## src/rtl/sop_share_eval_pipe.sv

```systemverilog
// -----------------------------------------------------------------------------
// sop_share_eval_pipe
//   Runtime-configurable shared-logic sum-of-products evaluator. N_PROD product
//   terms over N_IN inputs are shared by N_OUT OR-outputs through a loadable
//   selection matrix. Configuration is double buffered: writes land in a shadow
//   copy and are swapped into the active copy only after the pipeline drains.
//   An on-line monitor compares every result with the exact sum lo + hi of the
//   operand and keeps a saturating violation count and the largest error seen.
//
// Ports
//   clk, rst        rising-edge clock, asynchronous active-high reset
//   cfg_wr          write one shadow entry (ignored while cfg_busy)
//   cfg_sel         0: product entry, 1: output entry
//   cfg_idx         entry index (out-of-range writes are dropped)
//   cfg_data        entry payload, LSB aligned
//   cfg_commit      request shadow->active swap (pulse)
//   cfg_busy        swap pending
//   in_valid/in_ready/in_data     operand stream {hi, lo}
//   out_valid/out_ready           result stream
//   out_data        approximate result
//   out_exact       exact sum for the same operand
//   out_viol        |out_data - out_exact| > ET
//   err_cnt         saturating count of violating results
//   max_err         largest |approx - exact| over delivered results
//   dbg_state       current FSM state (0 RUN, 1 DRAIN, 2 SWAP)
//
// Handshake: a transfer happens on a rising edge where valid & ready are both
// high. A producer holds data stable while valid & !ready; ready never depends
// on the same interface's valid.
// -----------------------------------------------------------------------------
module sop_share_eval_pipe #(
    parameter int N_IN   = 4,
    parameter int N_OUT  = 3,
    parameter int N_PROD = 3,
    parameter int ET     = 4,
    parameter int CNT_W  = 16,
    localparam int IDX_N = (N_PROD > N_OUT) ? N_PROD : N_OUT,
    localparam int IDX_W = (IDX_N > 1) ? $clog2(IDX_N) : 1,
    localparam int D_W   = (2 * N_IN > N_PROD + 1) ? 2 * N_IN : N_PROD + 1
) (
    input  logic             clk,
    input  logic             rst,
    input  logic             cfg_wr,
    input  logic             cfg_sel,
    input  logic [IDX_W-1:0] cfg_idx,
    input  logic [D_W-1:0]   cfg_data,
    input  logic             cfg_commit,
    output logic             cfg_busy,
    input  logic             in_valid,
    output logic             in_ready,
    input  logic [N_IN-1:0]  in_data,
    output logic             out_valid,
    input  logic             out_ready,
    output logic [N_OUT-1:0] out_data,
    output logic [N_OUT-1:0] out_exact,
    output logic             out_viol,
    output logic [CNT_W-1:0] err_cnt,
    output logic [N_OUT-1:0] max_err,
    output logic [1:0]       dbg_state
);

    localparam int HALF = N_IN / 2;
    localparam logic [31:0] ET_U = 32'(ET);

    typedef enum logic [1:0] {
        ST_RUN   = 2'd0,
        ST_DRAIN = 2'd1,
        ST_SWAP  = 2'd2
    } state_t;

    state_t state, state_next;

    // Configuration: product entry = {pol_i, use_i} pairs, output entry = {en, sel}.
    logic [2*N_IN-1:0] sh_prod  [N_PROD];
    logic [2*N_IN-1:0] act_prod [N_PROD];
    logic [N_PROD:0]   sh_out   [N_OUT];
    logic [N_PROD:0]   act_out  [N_OUT];

    // Pipeline registers
    logic              s1_valid;
    logic [N_PROD-1:0] s1_prod;
    logic [N_OUT-1:0]  s1_exact;
    logic [N_OUT-1:0]  out_diff;

    logic              s1_load, s2_load, out_fire;
    logic [N_PROD-1:0] prod_now;
    logic [N_OUT-1:0]  exact_now;
    logic [N_OUT-1:0]  approx_now;
    logic [N_OUT-1:0]  diff_now;
    logic              viol_now;

    // ---------------------------------------------------------------- FSM
    always_ff @(posedge clk or posedge rst) begin
        if (rst) begin
            state <= ST_RUN;
        end else begin
            state <= state_next;
        end
    end

    always_comb begin
        state_next = state;
        cfg_busy   = 1'b1;
        case (state)
            ST_RUN: begin
                cfg_busy = 1'b0;
                if (cfg_commit) state_next = ST_DRAIN;
            end
            ST_DRAIN: begin
                // Swap only once nothing evaluated under the old config remains.
                if (!s1_valid && !out_valid) state_next = ST_SWAP;
            end
            ST_SWAP: begin
                state_next = ST_RUN;
            end
            default: begin
                state_next = ST_RUN;
            end
        endcase
    end

    assign dbg_state = state;

    // ---------------------------------------------------------------- config
    always_ff @(posedge clk or posedge rst) begin
        if (rst) begin
            for (int p = 0; p < N_PROD; p++) begin
                sh_prod[p]  <= '0;
                act_prod[p] <= '0;
            end
            for (int o = 0; o < N_OUT; o++) begin
                sh_out[o]  <= '0;
                act_out[o] <= '0;
            end
        end else begin
            if (cfg_wr && !cfg_busy) begin
                // Matching against each legal index drops out-of-range writes.
                for (int p = 0; p < N_PROD; p++) begin
                    if (!cfg_sel && cfg_idx == IDX_W'(p)) sh_prod[p] <= cfg_data[2*N_IN-1:0];
                end
                for (int o = 0; o < N_OUT; o++) begin
                    if (cfg_sel && cfg_idx == IDX_W'(o)) sh_out[o] <= cfg_data[N_PROD:0];
                end
            end
            if (state == ST_SWAP) begin
                for (int p = 0; p < N_PROD; p++) act_prod[p] <= sh_prod[p];
                for (int o = 0; o < N_OUT; o++) act_out[o] <= sh_out[o];
            end
        end
    end

    // ---------------------------------------------------------------- datapath
    always_comb begin
        for (int p = 0; p < N_PROD; p++) begin
            prod_now[p] = 1'b1;
            for (int i = 0; i < N_IN; i++) begin
                // A used literal fails when the input differs from its polarity.
                if (act_prod[p][2*i] && (in_data[i] != act_prod[p][2*i+1])) prod_now[p] = 1'b0;
            end
        end
        exact_now = N_OUT'(in_data[HALF-1:0]) + N_OUT'(in_data[N_IN-1:HALF]);
    end

    always_comb begin
        for (int o = 0; o < N_OUT; o++) begin
            approx_now[o] = act_out[o][N_PROD] & (|(act_out[o][N_PROD-1:0] & s1_prod));
        end
        diff_now = (approx_now >= s1_exact) ? (approx_now - s1_exact) : (s1_exact - approx_now);
        viol_now = {{(32-N_OUT){1'b0}}, diff_now} > ET_U;
    end

    assign out_fire = out_valid & out_ready;
    assign s2_load  = s1_valid & (!out_valid | out_ready);
    assign in_ready = (state == ST_RUN) & (!s1_valid | s2_load);
    assign s1_load  = in_valid & in_ready;

    always_ff @(posedge clk or posedge rst) begin
        if (rst) begin
            s1_valid  <= 1'b0;
            s1_prod   <= '0;
            s1_exact  <= '0;
            out_valid <= 1'b0;
            out_data  <= '0;
            out_exact <= '0;
            out_diff  <= '0;
            out_viol  <= 1'b0;
        end else begin
            s1_valid  <= s1_load | (s1_valid & !s2_load);
            out_valid <= s2_load | (out_valid & !out_ready);
            if (s1_load) begin
                s1_prod  <= prod_now;
                s1_exact <= exact_now;
            end
            if (s2_load) begin
                out_data  <= approx_now;
                out_exact <= s1_exact;
                out_diff  <= diff_now;
                out_viol  <= viol_now;
            end
        end
    end

    // ---------------------------------------------------------------- monitor
    // Updates only on the handshake, so a stalled result is counted once.
    always_ff @(posedge clk or posedge rst) begin
        if (rst) begin
            err_cnt <= '0;
            max_err <= '0;
        end else if (out_fire) begin
            if (out_viol && (err_cnt != '1)) err_cnt <= err_cnt + 1'b1;
            if (out_diff > max_err) max_err <= out_diff;
        end
    end

endmodule

```

## config.mk

```make
export PLATFORM = sky130hd
export DESIGN_NAME = sop_share_eval_pipe
export DESIGN_NICKNAME = d
export VERILOG_FILES = /design/src/rtl/sop_share_eval_pipe.sv
export SDC_FILE = /design/constraint.sdc
export NUM_CORES = 1
export LEC_CHECK = 0
export CORE_MARGIN = 3
export CORE_UTILIZATION = 49
export CTS_CLUSTER_DIAMETER = 80
export DETAILED_ROUTE_END_ITERATION = 10
export PLACE_DENSITY = 0.71
export SKIP_CTS_REPAIR_TIMING = 1
export SLEW_MARGIN = 15
export SYNTH_ARGS = -nofsm -noshare
export SYNTH_HDL_FRONTEND = slang
export SYNTH_SLANG_ARGS = --single-unit
export TNS_END_PERCENT = 10
```

## constraint.sdc

```tcl
create_clock -name clk -period 8.26 [get_ports clk]
set_input_delay 1.652 -clock clk [delete_from_list [all_inputs] [get_ports clk]]
set_output_delay 1.652 -clock clk [all_outputs]
set_load 0.05 [all_outputs]
```

### Word level (Yosys, flattened, before mapping)

Index checks and enable logic that the tools add are counted.

| storage, ports and cells | value |
|---|---|
| bits in registers | 111 |
| bits in latches | 0 |
| bits in writable memories | 0 |
| ROM bits | 0 |
| input bits | 21 |
| output and inout bits | 31 |
| logic and storage cells | 122 |
| memories kept | 0 |

| operators by class | value |
|---|---|
| add/sub/neg operators | 4 |
| $mul | 0 |
| div/mod/pow operators | 0 |
| magnitude comparators | 3 |
| equality and inequality tests | 19 |
| shifts and indexed selects | 0 |
| multiplexer cells | 17 |
| bitwise logic cells | 16 |
| reduce and logical (&&, ||, !) cells | 40 |

Operator list:

| kind | number |
|---|---|
| 1-bit logical AND | 21 |
| 2-bit AND reduction | 9 |
| 16-bit by 1-bit adder with 16-bit output, second input constant | 1 |
| 16-bit != test, second input constant | 1 |
| 1-bit 2-to-1 mux | 13 |
| 1-bit != test | 12 |
| 1-bit bitwise AND | 9 |
| 3-bit bitwise AND | 3 |
| 3-bit OR reduction | 3 |
| 3-bit subtractor | 2 |
| 1-bit zero test | 5 |
| 2-bit by 1-bit == test with 1-bit output, second input constant | 2 |
| 2-bit == test, second input constant | 2 |
| 2-bit zero test | 2 |
| 2-bit 2-to-1 mux | 2 |
| 2-bit != test, second input constant | 2 |
| 1-bit bitwise OR | 4 |
| 2-bit one-hot mux with 2 select lines | 1 |
| 2-bit by 2-bit adder with 3-bit output | 1 |
| 3-bit >= comparator | 1 |
| 3-bit > comparator | 1 |
| 3-bit > comparator, second input constant | 1 |
| 3-bit 2-to-1 mux | 1 |

### Logic depth before layout (Yosys ltp)

Gate-level depths: netlist of the first run.

| depth | value |
|---|---|
| depth in word-level cells | 7 |
| gate-level depth with buffers | 10 |
| gate-level depth less buffers | 10 |

### Least setup slack after synthesis of the first run

OpenSTA, ideal clock, no wires.

| path | value |
|---|---|
| path kind | input -> output |
| from | input out_ready |
| to | output in_ready |
| arrival time | 2.195 ns |
| data required time | 6.608 ns |
| setup slack | 4.413 ns |
| stages on the path | 2 |
| path buffers | 0 |
| cells stage by stage | nor2b_1 -> a21oi_2 |

| on the way | value |
|---|---|
| cells in the longest elaborated chain, start to end | 4 |

RTL lines:

| what | RTL line | text |
|---|---|---|
| from (decl) | 53 | `input logic out_ready,` |
| 1-bit bitwise OR | 173 | `assign s2_load = s1_valid & (!out_valid \| out_ready);` |
| 1-bit bitwise AND | 173 |  |
| 1-bit bitwise OR | 174 | `assign in_ready = (state == ST_RUN) & (!s1_valid \| s2_load);` |
| 1-bit bitwise AND | 174 |  |
| to (decl) | 50 | `output logic in_ready,` |

Every way passes these cells.

### Worst setup path in the final report of the first run

Same ends and word-level chain as after synthesis.

==> metrics.sh, run 1 <==
STATUS='completed'
NETLIST-CELL-TYPE-COUNT=44
CP_SLOWEST_CELL='clkdlybuf4s50_1'
POWER.LEAKAGE_nW=2.61
WORST-ENDPOINT-REQUIRED_NS=6.61
CRIT-REG2REG-CAPTURE='out_viol'
GLOBALROUTEMET1UTIL=0.229
POST-ROUTE-WORST-SETUP-SLACK_NS=3.32
AREA_DELTA_SYNTH_FINAL_PCT=17.6
CTSHTREEMAXLEVEL=3
POSTROUTEANTENNANETS=0
SYNTH_EDF_COUNT=0
GRT_PASS1_VIAS=3008
DRT_PASS1_ITERATIONS=5
GRT_OVERFLOW=0
FIRST_ITER_VIOLATIONS=149
R2R_START='s1_prod[0]'
FINAL_MAX_SLEW_VIOL_COUNT=0
START_KIND='primary input'
YOSYS-TOP-CELLS-AREA='dfrtp_1 (56%), mux2_2 (18%), xor2_1 (3.0%)'
MAX_CAP_VIOL_COUNT=0
PLACEABLECOREAREA_MM2=0.00950
ROW_COUNT=35
POSTSYNTHCELLCOUNT=367
SYNTHMOSTINSTANTIATEDCELL='dfrtp_1'
IRDROPWORSTVDD_mV=0.198
REGISTER_AREA_MM2=0.00278
PORT_BUFFERS=51
TOP_USAGE_LAYER='met2'
CLOCK_SKEW_NS=0.00875
NUMBER_OF_NETS_IN_THE_LAYOUT=456
CLK_ROOT_BUFFER_CELL='clkbuf_8'
UTILIZATION=0.610
SYNTH.FF_LATCH_COUNT=111
DETAILROUTE.VIA_COUNT=2995
POWER_PER_CELL_AREA_mW_PER_MM2=361
DIE_HEIGHT_UM=106
MAX_SLEW_MARGIN=0.533
DRC=0
CLKSLEWWORSTSETUPHOLDPATHS_NS=0.10
WORST_HOLD_PATH_TYPE='flip-flop to flip-flop'
RRSETUPSLACK_NS=5.59
DP_HPWL_MM=6.78
MULTIINPUTGATEAREA_MM2=0.00205
CRITICAL_PATH.STARTPOINT='out_ready'
TRITONCTS.NUM_BUFFERS=9
CRIT_END_ELEMENT='output port'
FIN_TOTAL_PWR_mW=2.09
R2R.WORST_PATH.CELLS=8
NUMPLACEDINSTANCES=541
RSZ0062_AT_GRT='false'
CLOCK_TREE.BUFFER_DEPTH=2
CRIT_ARRIVAL_NS=3.28
FINALSETUPVIOLCOUNT=0
ASYNC_RESET_FF_FRAC=1.00
SYNTH_COMMON_CELLS='dfrtp_1 (111), mux2_2 (78), nand2_1 (19), inv_1 (18), xor2_1 (17)'
REPORT.FINAL.HOLD_VIOL_COUNT=0
SYNTHESIS.AREA_MM2=0.00493
POSTSYNTHAREAPERCELL_UM2=13.4
WORST_PIN_SLEW_NS=0.701
FINAL.FILL_COUNT=760
TOP_LEVEL_PORTS=52
POST_LAYOUT_NONFILLER_INSTANCES=557
FINALWEIGHTEDCONGESTION=0.843
GRT_USE_MET3=0.0340
SYNTH_TOP_AREA_CELL='dfrtp_1'
ANTENNA_CELLS=0
WHS_PATH_DEPTH=2
FINALCRITICALPERIOD_NS=4.94
SYNTH.YOSYS.SEQ_AREA_SHARE=0.563
POSTSYNTH.TOPFLOPCELL='dfrtp_1'
GLOBAL_ROUTE.USAGE.TOTAL=0.175
SYNTH.TOP_CELL.AREA_SHARE=0.563
CTS_SINKS=111
SLOWEST_DELAY_NS=0.81
LAYOUT_WORST_PATH_CYCLE_SHARE=0.598
CRITICAL_PATH.MOST_COMMON_CELL='clkdlybuf4s50_1'
ACHIEVABLE-FREQUENCY_GHz=0.203
CRIT_PATH_CELL_TRACE='clkdlybuf4s50_1 -> nor2b_1 -> a21oi_2 -> clkdlybuf4s50_1'
PLACEMENT.SETUP.WORST_SLACK_NS=3.32
ANTENNA_VIOLATIONS_BEFORE_REPAIR=0
FINALSETUPTNS_NS=0
YS.WARNINGS.COUNT=0
CLOCK_TREE_FROM_TRITONCTS='done'
DIEWIDTH_UM=106
WHS_ENDPOINT='out_exact[1]'
WIRELENGTH_MM=9.35
MAPPEDNETLISTNETS=400
WORSTHOLDSTART='out_exact[1]'
DRIVE_GT1_FRAC=0.248
START_UTIL=0.519
GRT_PASS1_WL_MM=15.4
VIAS_PER_CELL=5.38
DIE_OUTLINE_AREA_MM2=0.0113
DRT-WIRELENGTH-PER-CELL_UM=16.8
TYPE_OF_THE_WORST_SETUP_PATH='primary input to output port'
CLK-INSERTION-DELAY-LATE_NS=0.37
GRT_START_MAX_NET_PINS=58
CRITPATHMAXFANOUT=5
GR-USAGE-MET2=0.290
## stage by stage
stage	cell area (µm²)	hold slack, ns
after detailed placement	5580	0.473
after global placement	5580	0.466
after CTS	5800	0.499
after floorplan	4930	0.460
after global routing	5800	0.527
final	5800	0.488
## power by group
| part | internal (mW) | switching [mW] | total (mW) |
|---|---|---|---|
| clock | 0.154 | 0.190 | 0.344 |
| sequential | 0.776 | 0.156 | 0.931 |
| combinational | 0.392 | 0.425 | 0.817 |
## worst max-delay path by stage
stage,end,slack [ns]
after floorplan,act_out[0],3.68
after global placement,in_ready,3.36
after detailed placement,in_ready,3.32
after CTS,in_ready,3.32
after global routing,in_ready,3.25
final,in_ready,3.32
## registers in the layout, summed over array words and instances (netlist names)
name and cells:
sh_prod 24, sh_out 12, dbg_state 2, max_err 3
s1_valid 1, out_valid 1, out_diff 3, out_data 3
out_exact 3, s1_exact 3, act_prod 24, s1_prod 3
err_cnt 16, act_out 12, out_viol 1
## cell usage in the layout (no fill, tap or decap), types with 4 or more instances in the layout
cell type | Yosys | final
a211oi_1 | 7 | 7
nor2_1 | 7 | 7
nand2_1 | 19 | 19
a21oi_1 | 4 | 4
o21ai_0 | 8 | 8
xnor2_1 | 9 | 9
nand4_1 | 7 | 7
clkdlybuf4s50_1 | 0 | 51
mux2_2 | 78 | 78
mux2_1 | 4 | 4
inv_1 | 18 | 17
nor2b_1 | 4 | 4
nand2b_1 | 7 | 7
ha_1 | 9 | 9
clkbuf_8 | 0 | 10
nand3_1 | 8 | 8
dfrtp_1 | 111 | 111
xor2_1 | 17 | 17
## area by class of cell
class,count,area share
Sequential cell,111,0.479
Timing Repair Buffer,53,0.0906
Inverter,18,0.0121
Clock buffer,10,0.0237
Tap cell,129,0.0278
Multi-Input combinational cell,230,0.353
Clock inverter,6,0.0136
## per-layer routing
layer,routed length [µm],vias to the layer above,part of all wire
li1,-,1420,-
met1,4190,1518,0.45
met2,4720,45,0.50
met3,302,12,0.032
met4,147,0,0.016
met5,0,-,0
## critical path, delay by kind of cell
| kind | cells | cell delay (ns) |
|---|---|---|
| buffers and inverters | 2 | 1.37 |
| AO/OA/AOI/OAI | 1 | 0.15 |
| AND/OR/NAND/NOR | 1 | 0.10 |
## logic make-up (layout without fill, tap and decap cells)
group,after synthesis,in the layout,share of synthesized area
flip-flops,111,111,0.563
multiplexers,84,84,0.192
AND/OR/NAND/NOR,72,72,0.0883
AO/OA/AOI/OAI,36,36,0.0536
XOR/XNOR,26,26,0.0462
buffers and inverters,26,87,0.0211
adder cells (fa/ha/maj),12,12,0.0350
Note: power is estimated with default switching activity, not from simulation.
==> inputs of run 2 (changes only) <==
PLACE_DENSITY = 0.73   (was 0.71)
clock period = 4.3 ns   (was 8.26 ns; I/O delays follow)
==> run 2 against run 1 <==
  * Clock power is 84% higher
  * Largest cell class unchanged
  * Non-clock buffer count grew 1
  * Via count up 1.4%
  * First-iteration DRC count fell by 29%
  * Critical endpoint unchanged
  * Utilization down 0.11 points
  * Final area is 0.17% lower
  * Die area unchanged
  * Total power up 91%
  * Clock skew up 0.0030 ns
  * Combinational power is 92% higher
  * Final cell count rose by 0.18%
==> metrics.sh, run 2 (synthesized netlist as in run 1, its figures left out) <==
STATUS='completed'
DETAILROUTE.VIA_COUNT=3038  # +1.4%
ANTENNA_CELLS=0  # unchanged
GRT_OVERFLOW=0  # unchanged
CLK_ROOT_BUFFER_CELL='clkbuf_8'
CRIT_PATH_CELL_TRACE='clkdlybuf4s50_1 -> nor2b_1 -> a21oi_2 -> clkdlybuf4s50_1'
DRIVE_GT1_FRAC=0.245  # -0.00291
GRT_START_MAX_NET_PINS=52  # -10%
CRITPATHMAXFANOUT=5  # unchanged
POWER_PER_CELL_AREA_mW_PER_MM2=691  # +91%
TYPE_OF_THE_WORST_SETUP_PATH='primary input to output port'
PLACEABLECOREAREA_MM2=0.00950  # unchanged
IRDROPWORSTVDD_mV=0.331  # +67%
CLOCKPOWERSHARE=0.158  # -0.007
WL_MET2_MM=4.73  # +0.21%
CTSHTREEMAXLEVEL=3  # unchanged
REGISTER_AREA_MM2=0.00278  # unchanged
R2R.WORST_PATH.CELLS=8  # unchanged
AREA_DELTA_SYNTH_FINAL_PCT=17.4
FINALSETUPVIOLCOUNT=0  # unchanged
FINALWEIGHTEDCONGESTION=0.835  # -0.85%
WORSTHOLDSTART='sh_prod[17]'
ROW_COUNT=35  # unchanged
POSTROUTEANTENNANETS=0  # unchanged
LAYOUT.CELLS.MOST_COMMON='dfrtp_1'
TOPROUTINGLAYERUSED='met4'
VIAS_PER_CELL=5.44  # +1.3%
POWER.LEAKAGE_nW=2.60  # -0.37%
CLKSLEWWORSTSETUPHOLDPATHS_NS=0.10  # about the same
CRIT_END_ELEMENT='output port'
ACHIEVABLE-FREQUENCY_GHz=0.297
FINAL.FILL_COUNT=790  # +3.9%
DRC=0  # unchanged
CLOCK_SKEW_NS=0.0118  # +0.00304 ns
GRT_PASS1_VIAS=3204  # +6.5%
GRT_PASS1_WL_MM=15.9  # +3.2%
REGS_BY_FF_COUNT='act_prod (24), sh_prod (24), err_cnt (16)'
CRIT-REG2REG-CAPTURE='out_viol'
WHS_PATH_DEPTH=1  # -1
CLK-INSERTION-DELAY-LATE_NS=0.36  # about the same
UTILIZATION=0.609  # -0.00105
START_UTIL=0.519  # unchanged
WHS_ENDPOINT='sh_prod[17]'
R2R_START='s1_prod[0]'
TOP_LEVEL_PORTS=52  # unchanged
INTERNAL-POWER_mW=2.53  # +92%
GLOBAL_ROUTE.USAGE.TOTAL=0.178  # +0.00361
WL_MET3_UM=254  # -16%
MET1WIRELENGTH_MM=4.30  # +2.7%
CRITICAL_PATH.MOST_COMMON_CELL='clkdlybuf4s50_1'
FINAL_MAX_SLEW_VIOL_COUNT=0  # unchanged
MULTIINPUTGATEAREA_MM2=0.00205  # unchanged
POST_LAYOUT_NONFILLER_INSTANCES=558  # +0.18%
RRSETUPSLACK_NS=1.72  # -3.87 ns
NUMBER_OF_NETS_IN_THE_LAYOUT=457  # +0.22%
DRT_PASS1_ITERATIONS=4  # -1
CTS_SINKS=111  # unchanged
NUMPLACEDINSTANCES=542  # +0.18%
NET-SWITCHING-POWER_mW=1.46  # +90%
REPORT.FINAL.HOLD_VIOL_COUNT=0  # unchanged
WIRELENGTH_MM=9.48  # +1.3%
CLOCK_TREE_FROM_TRITONCTS='done'
START_KIND='primary input'
CRIT_ARRIVAL_NS=2.51  # -0.77 ns
DIE_OUTLINE_AREA_MM2=0.0113  # unchanged
SEQUENTIALPOWERSHARE=0.448  # +0.003
FIRST_ITER_VIOLATIONS=106  # -29%
CP_SLOWEST_CELL='clkdlybuf4s50_1'
MAX_SLEW_MARGIN=0.592  # +0.0597
RSZ0062_AT_GRT='false'
ANTENNA_VIOLATIONS_BEFORE_REPAIR=0  # unchanged
DRT-WIRELENGTH-PER-CELL_UM=17.0  # +1.2%
DIEWIDTH_UM=106  # unchanged
LAYOUT_WORST_PATH_CYCLE_SHARE=0.783
FINALCRITICALPERIOD_NS=3.37
POWER.SHARE.SWITCHING=0.366  # -0.00222
WORST_PIN_SLEW_NS=0.611  # -0.0895 ns
DP_HPWL_MM=6.83  # +0.79%
SLOWEST_DELAY_NS=0.82  # about the same
MOSTFREQUENTLAYOUTCELLS='dfrtp_1 (111), mux2_2 (78), clkdlybuf4s50_1 (51)'
TRITONCTS.NUM_BUFFERS=9  # unchanged
CLOCK_TREE.BUFFER_DEPTH=2  # unchanged
WORST-ENDPOINT-REQUIRED_NS=3.44  # -3.17 ns
WORST_HOLD_PATH_TYPE='flip-flop to flip-flop'
FINALSETUPTNS_NS=0  # unchanged
FIN_TOTAL_PWR_mW=4.00  # +91%
MAX_CAP_VIOL_COUNT=0  # unchanged
P_COMB_FRAC=0.394  # +0.004
DIE_HEIGHT_UM=106  # unchanged
PORT_BUFFERS=51  # unchanged
==> run 2: changes by cell type in the layout (fill, tap and decap cells not counted) <==
cell        previous run  this run
clkbuf_1               0         2
buf_4                  2         3
clkinv_2               1         0
clkinv_8               1         0
clkinvlp_4             1         2
inv_8                  1         0
==> run 2: worst max path at each step <==
stage                   start         end  slack [ns]
floorplan                 rst  act_out[0]        0.51
global placement    out_ready    in_ready        0.98
detailed placement  out_ready    in_ready        0.93
CTS                 out_ready    in_ready        0.92
global route        out_ready    in_ready        0.88
finish              out_ready    in_ready        0.93
==> run 2: layer usage <==
layer  track usage  vias to the layer above
met1         0.232                     1551
met4        0.0685                        0
li1              -                     1425
met3        0.0267                       15
met5             0                        -
met2         0.301                       47
==> run 2: area by class of cell <==
cell class              count  area share
clock inverters             4     0.00929
flip-flops and latches    111       0.480
clock buffers              12      0.0251
well taps                 129      0.0279
inverters                  18      0.0121
repair buffers             54      0.0921
multi-input cells         230       0.354
==> run 2: worst max-delay path: cells and delay by family <==
| kind | cells | cell delay, ns |
|---|---|---|
| buffers and inverters | 2 | 1.38 |
| AO/OA/AOI/OAI | 1 | 0.16 |
| AND/OR/NAND/NOR | 1 | 0.10 |
==> run 2: stage by stage <==
step | instance area (µm²) | hold slack, ns | setup WS (ns)
4_1_cts | 5790 | 0.500 | 0.923
3_5_place_dp | 5590 | 0.478 | 0.926
5_1_grt | 5790 | 0.530 | 0.881
6_report | 5790 | 0.497 | 0.934
2_1_floorplan | 4930 | 0.460 | 0.509
3_3_place_gp | 5590 | 0.474 | 0.984
==> run 2: power by group through the flow <==
stage / Sequential, mW / Clock, mW / Combinational [mW]
2_1_floorplan: 1.97 / 0 / 0.965
3_3_place_gp: 1.79 / 0 / 1.54
3_5_place_dp: 1.82 / 0 / 1.59
4_1_cts: 1.79 / 0.646 / 1.60
5_1_grt: 1.86 / 0.690 / 1.73
6_report: 1.79 / 0.632 / 1.57
==> inputs of run 3 (changes only) <==
clock period = 2.75 ns   (was 4.3 ns; I/O delays follow)
==> run 3 against run 2 <==
  * Final cell count up 0.36%
  * Via count decreased by 0.76%
  * Clock skew up 0.00053 ns
  * Hold slack got worse by 0.0033 ns
  * Sequential share of layout area decreased by 0.18 points
==> metrics.sh, run 3 (synthesized netlist as in run 1, its figures left out) <==
DIE_HEIGHT_UM=106  # unchanged
CP_SLOWEST_CELL='dfrtp_1'
R2R_START='s1_prod[0]'
TOP_LEVEL_PORTS=52  # unchanged
ANTENNA_CELLS=0  # unchanged
CRIT_END_ELEMENT='flip-flop'
GLOBAL_ROUTE.USAGE.TOTAL=0.175  # -0.00350
FIRST_ITER_VIOLATIONS=110  # +3.8%
WIRELENGTH_MM=9.28  # -2.1%
POST_LAYOUT_NONFILLER_INSTANCES=560  # +0.36%
WORST_HOLD_PATH_TYPE='flip-flop to flip-flop'
WORSTHOLDSTART='out_exact[2]'
ACHIEVABLE-FREQUENCY_GHz=0.395
REPORT.FINAL.HOLD_VIOL_COUNT=0  # unchanged
DRT_PASS1_ITERATIONS=4  # unchanged
CLOCK_SKEW_NS=0.0123  # +0.000526 ns
REGS_BY_FF_COUNT='act_prod (24), sh_prod (24), err_cnt (16)'
WHS_ENDPOINT='out_exact[2]'
STATUS='completed'
TYPE_OF_THE_WORST_SETUP_PATH='flip-flop to flip-flop'
POSTROUTEANTENNANETS=0  # unchanged
MAX_CAP_VIOL_COUNT=0  # unchanged
RRSETUPSLACK_NS=0.22  # -1.50 ns
WHS_PATH_DEPTH=2  # +1
R2R.WORST_PATH.CELLS=8  # unchanged
FINAL_MAX_SLEW_VIOL_COUNT=0  # unchanged
FINALSETUPVIOLCOUNT=0  # unchanged
CLK-INSERTION-DELAY-LATE_NS=0.36  # about the same
WORST-ENDPOINT-REQUIRED_NS=2.98  # -0.46 ns
DRT-WIRELENGTH-PER-CELL_UM=16.6  # -2.4%
DIE_OUTLINE_AREA_MM2=0.0113  # unchanged
CRITPATHMAXFANOUT=4  # -1
CLKSLEWWORSTSETUPHOLDPATHS_NS=0.09  # about the same
ROW_COUNT=35  # unchanged
CTS_SINKS=111  # unchanged
DP_HPWL_MM=6.72  # -1.6%
CLOCK_TREE.BUFFER_DEPTH=2  # unchanged
TRITONCTS.NUM_BUFFERS=9  # unchanged
PORT_BUFFERS=51  # unchanged
NUMPLACEDINSTANCES=544  # +0.37%
POWER.LEAKAGE_nW=2.61  # +0.39%
AREA_DELTA_SYNTH_FINAL_PCT=17.9
WORST_PIN_SLEW_NS=0.601  # -0.00995 ns
GRT_OVERFLOW=0  # unchanged
GRT_START_MAX_NET_PINS=112  # +120%
NUMBER_OF_NETS_IN_THE_LAYOUT=459  # +0.44%
SLOWEST_DELAY_NS=0.42  # -0.40 ns
CRITICAL_PATH.MOST_COMMON_CELL='nand2b_1'
FINALWEIGHTEDCONGESTION=0.823  # -1.5%
FINALCRITICALPERIOD_NS=2.53
LAYOUT_WORST_PATH_CYCLE_SHARE=0.921
CTSHTREEMAXLEVEL=3  # unchanged
POWER_PER_CELL_AREA_mW_PER_MM2=1070  # +55%
VIAS_PER_CELL=5.38  # -1.1%
GRT_PASS1_VIAS=3149  # -1.7%
FINALSETUPTNS_NS=0  # unchanged
WL_MET2_MM=4.78  # +1.2%
MOSTFREQUENTLAYOUTCELLS='dfrtp_1 (111), mux2_2 (78), clkdlybuf4s50_1 (50)'
TOPROUTINGLAYERUSED='met4'
CLOCK_TREE_FROM_TRITONCTS='done'
ANTENNA_VIOLATIONS_BEFORE_REPAIR=0  # unchanged
MAX_SLEW_MARGIN=0.599  # +0.00663
MET1WIRELENGTH_MM=4.02  # -6.6%
DETAILROUTE.VIA_COUNT=3015  # -0.76%
RSZ0062_AT_GRT='false'
CRIT_PATH_CELL_TRACE='a222oi_1 -> nand2b_1 -> inv_1 -> ha_1 -> nand2b_1 -> a211o_1 -> a311oi_1 -> o21ai_0'
DIEWIDTH_UM=106  # unchanged
CRIT_ARRIVAL_NS=2.77  # +0.26 ns
WL_MET3_UM=356  # +40%
IRDROPWORSTVDD_mV=0.651  # +97%
START_UTIL=0.519  # unchanged
START_KIND='flip-flop'
CLK_ROOT_BUFFER_CELL='clkbuf_8'
LAYOUT.CELLS.MOST_COMMON='dfrtp_1'
PLACEABLECOREAREA_MM2=0.00950  # unchanged
CRIT-REG2REG-CAPTURE='out_diff[2]'
DRIVE_GT1_FRAC=0.253  # +0.00814
DRC=0  # unchanged
GRT_PASS1_WL_MM=15.6  # -1.9%
## run 3: how the worst max path moves through the flow
stage	endpoint	start	slack [ns]	cells after the start
finish	out_diff[2]	s1_prod[0]	0.22	8
floorplan	s1_exact[0]	dbg_state[0]	0.41	5
detailed placement	out_viol	s1_prod[0]	0.18	8
global route	out_viol	s1_prod[2]	0.1	8
global placement	out_viol	s1_prod[1]	0.32	8
CTS	out_viol	s1_prod[0]	0.16	8
## run 3: metal layers
metal | vias up | track usage
met4 | 0 | 0.0463
met3 | 12 | 0.0437
met1 | 1521 | 0.218
met2 | 56 | 0.304
li1 | 1426 | -
met5 | - | 0
## run 3: power by group
group	internal (mW)	switching [mW]	total, mW
Combinational	1.23	1.30	2.53
Clock	0.359	0.517	0.876
Sequential	2.33	0.475	2.81
Total	3.92	2.29	6.21
## run 3: worst max-delay path: cells and delay by family (launching register included)
family / cells / cell delay, ns
AO/OA/AOI/OAI: 4 / 1.17
flip-flops: 1 / 0.42
buffers and inverters: 1 / 0.06
AND/OR/NAND/NOR: 2 / 0.46
adder cells (fa/ha/maj): 1 / 0.30
## run 3: per-stage QoR
stage | utilization | hold slack [ns] | setup WS [ns] | power (mW) | cell area (µm²)
after floorplan | - | 0.460 | 0.414 | 4.59 | 4930
after global placement | 0.592 | 0.466 | 0.322 | 5.25 | 5630
after detailed placement | 0.592 | 0.479 | 0.185 | 5.37 | 5630
after CTS | 0.611 | 0.501 | 0.160 | 6.26 | 5800
after global routing | 0.611 | 0.522 | 0.0969 | 6.65 | 5810
final | 0.611 | 0.494 | 0.218 | 6.21 | 5810
## run 3: area by class of cell
| type | instances | area (µm²) |
|---|---|---|
| inverters | 18 | 71.3 |
| repair buffers | 56 | 571 |
| flip-flops and latches | 111 | 2780 |
| multi-input cells | 230 | 2050 |
| clock inverters | 4 | 30.0 |
| fillers | 779 | 3690 |
| well taps | 129 | 161 |
| clock buffers | 12 | 145 |
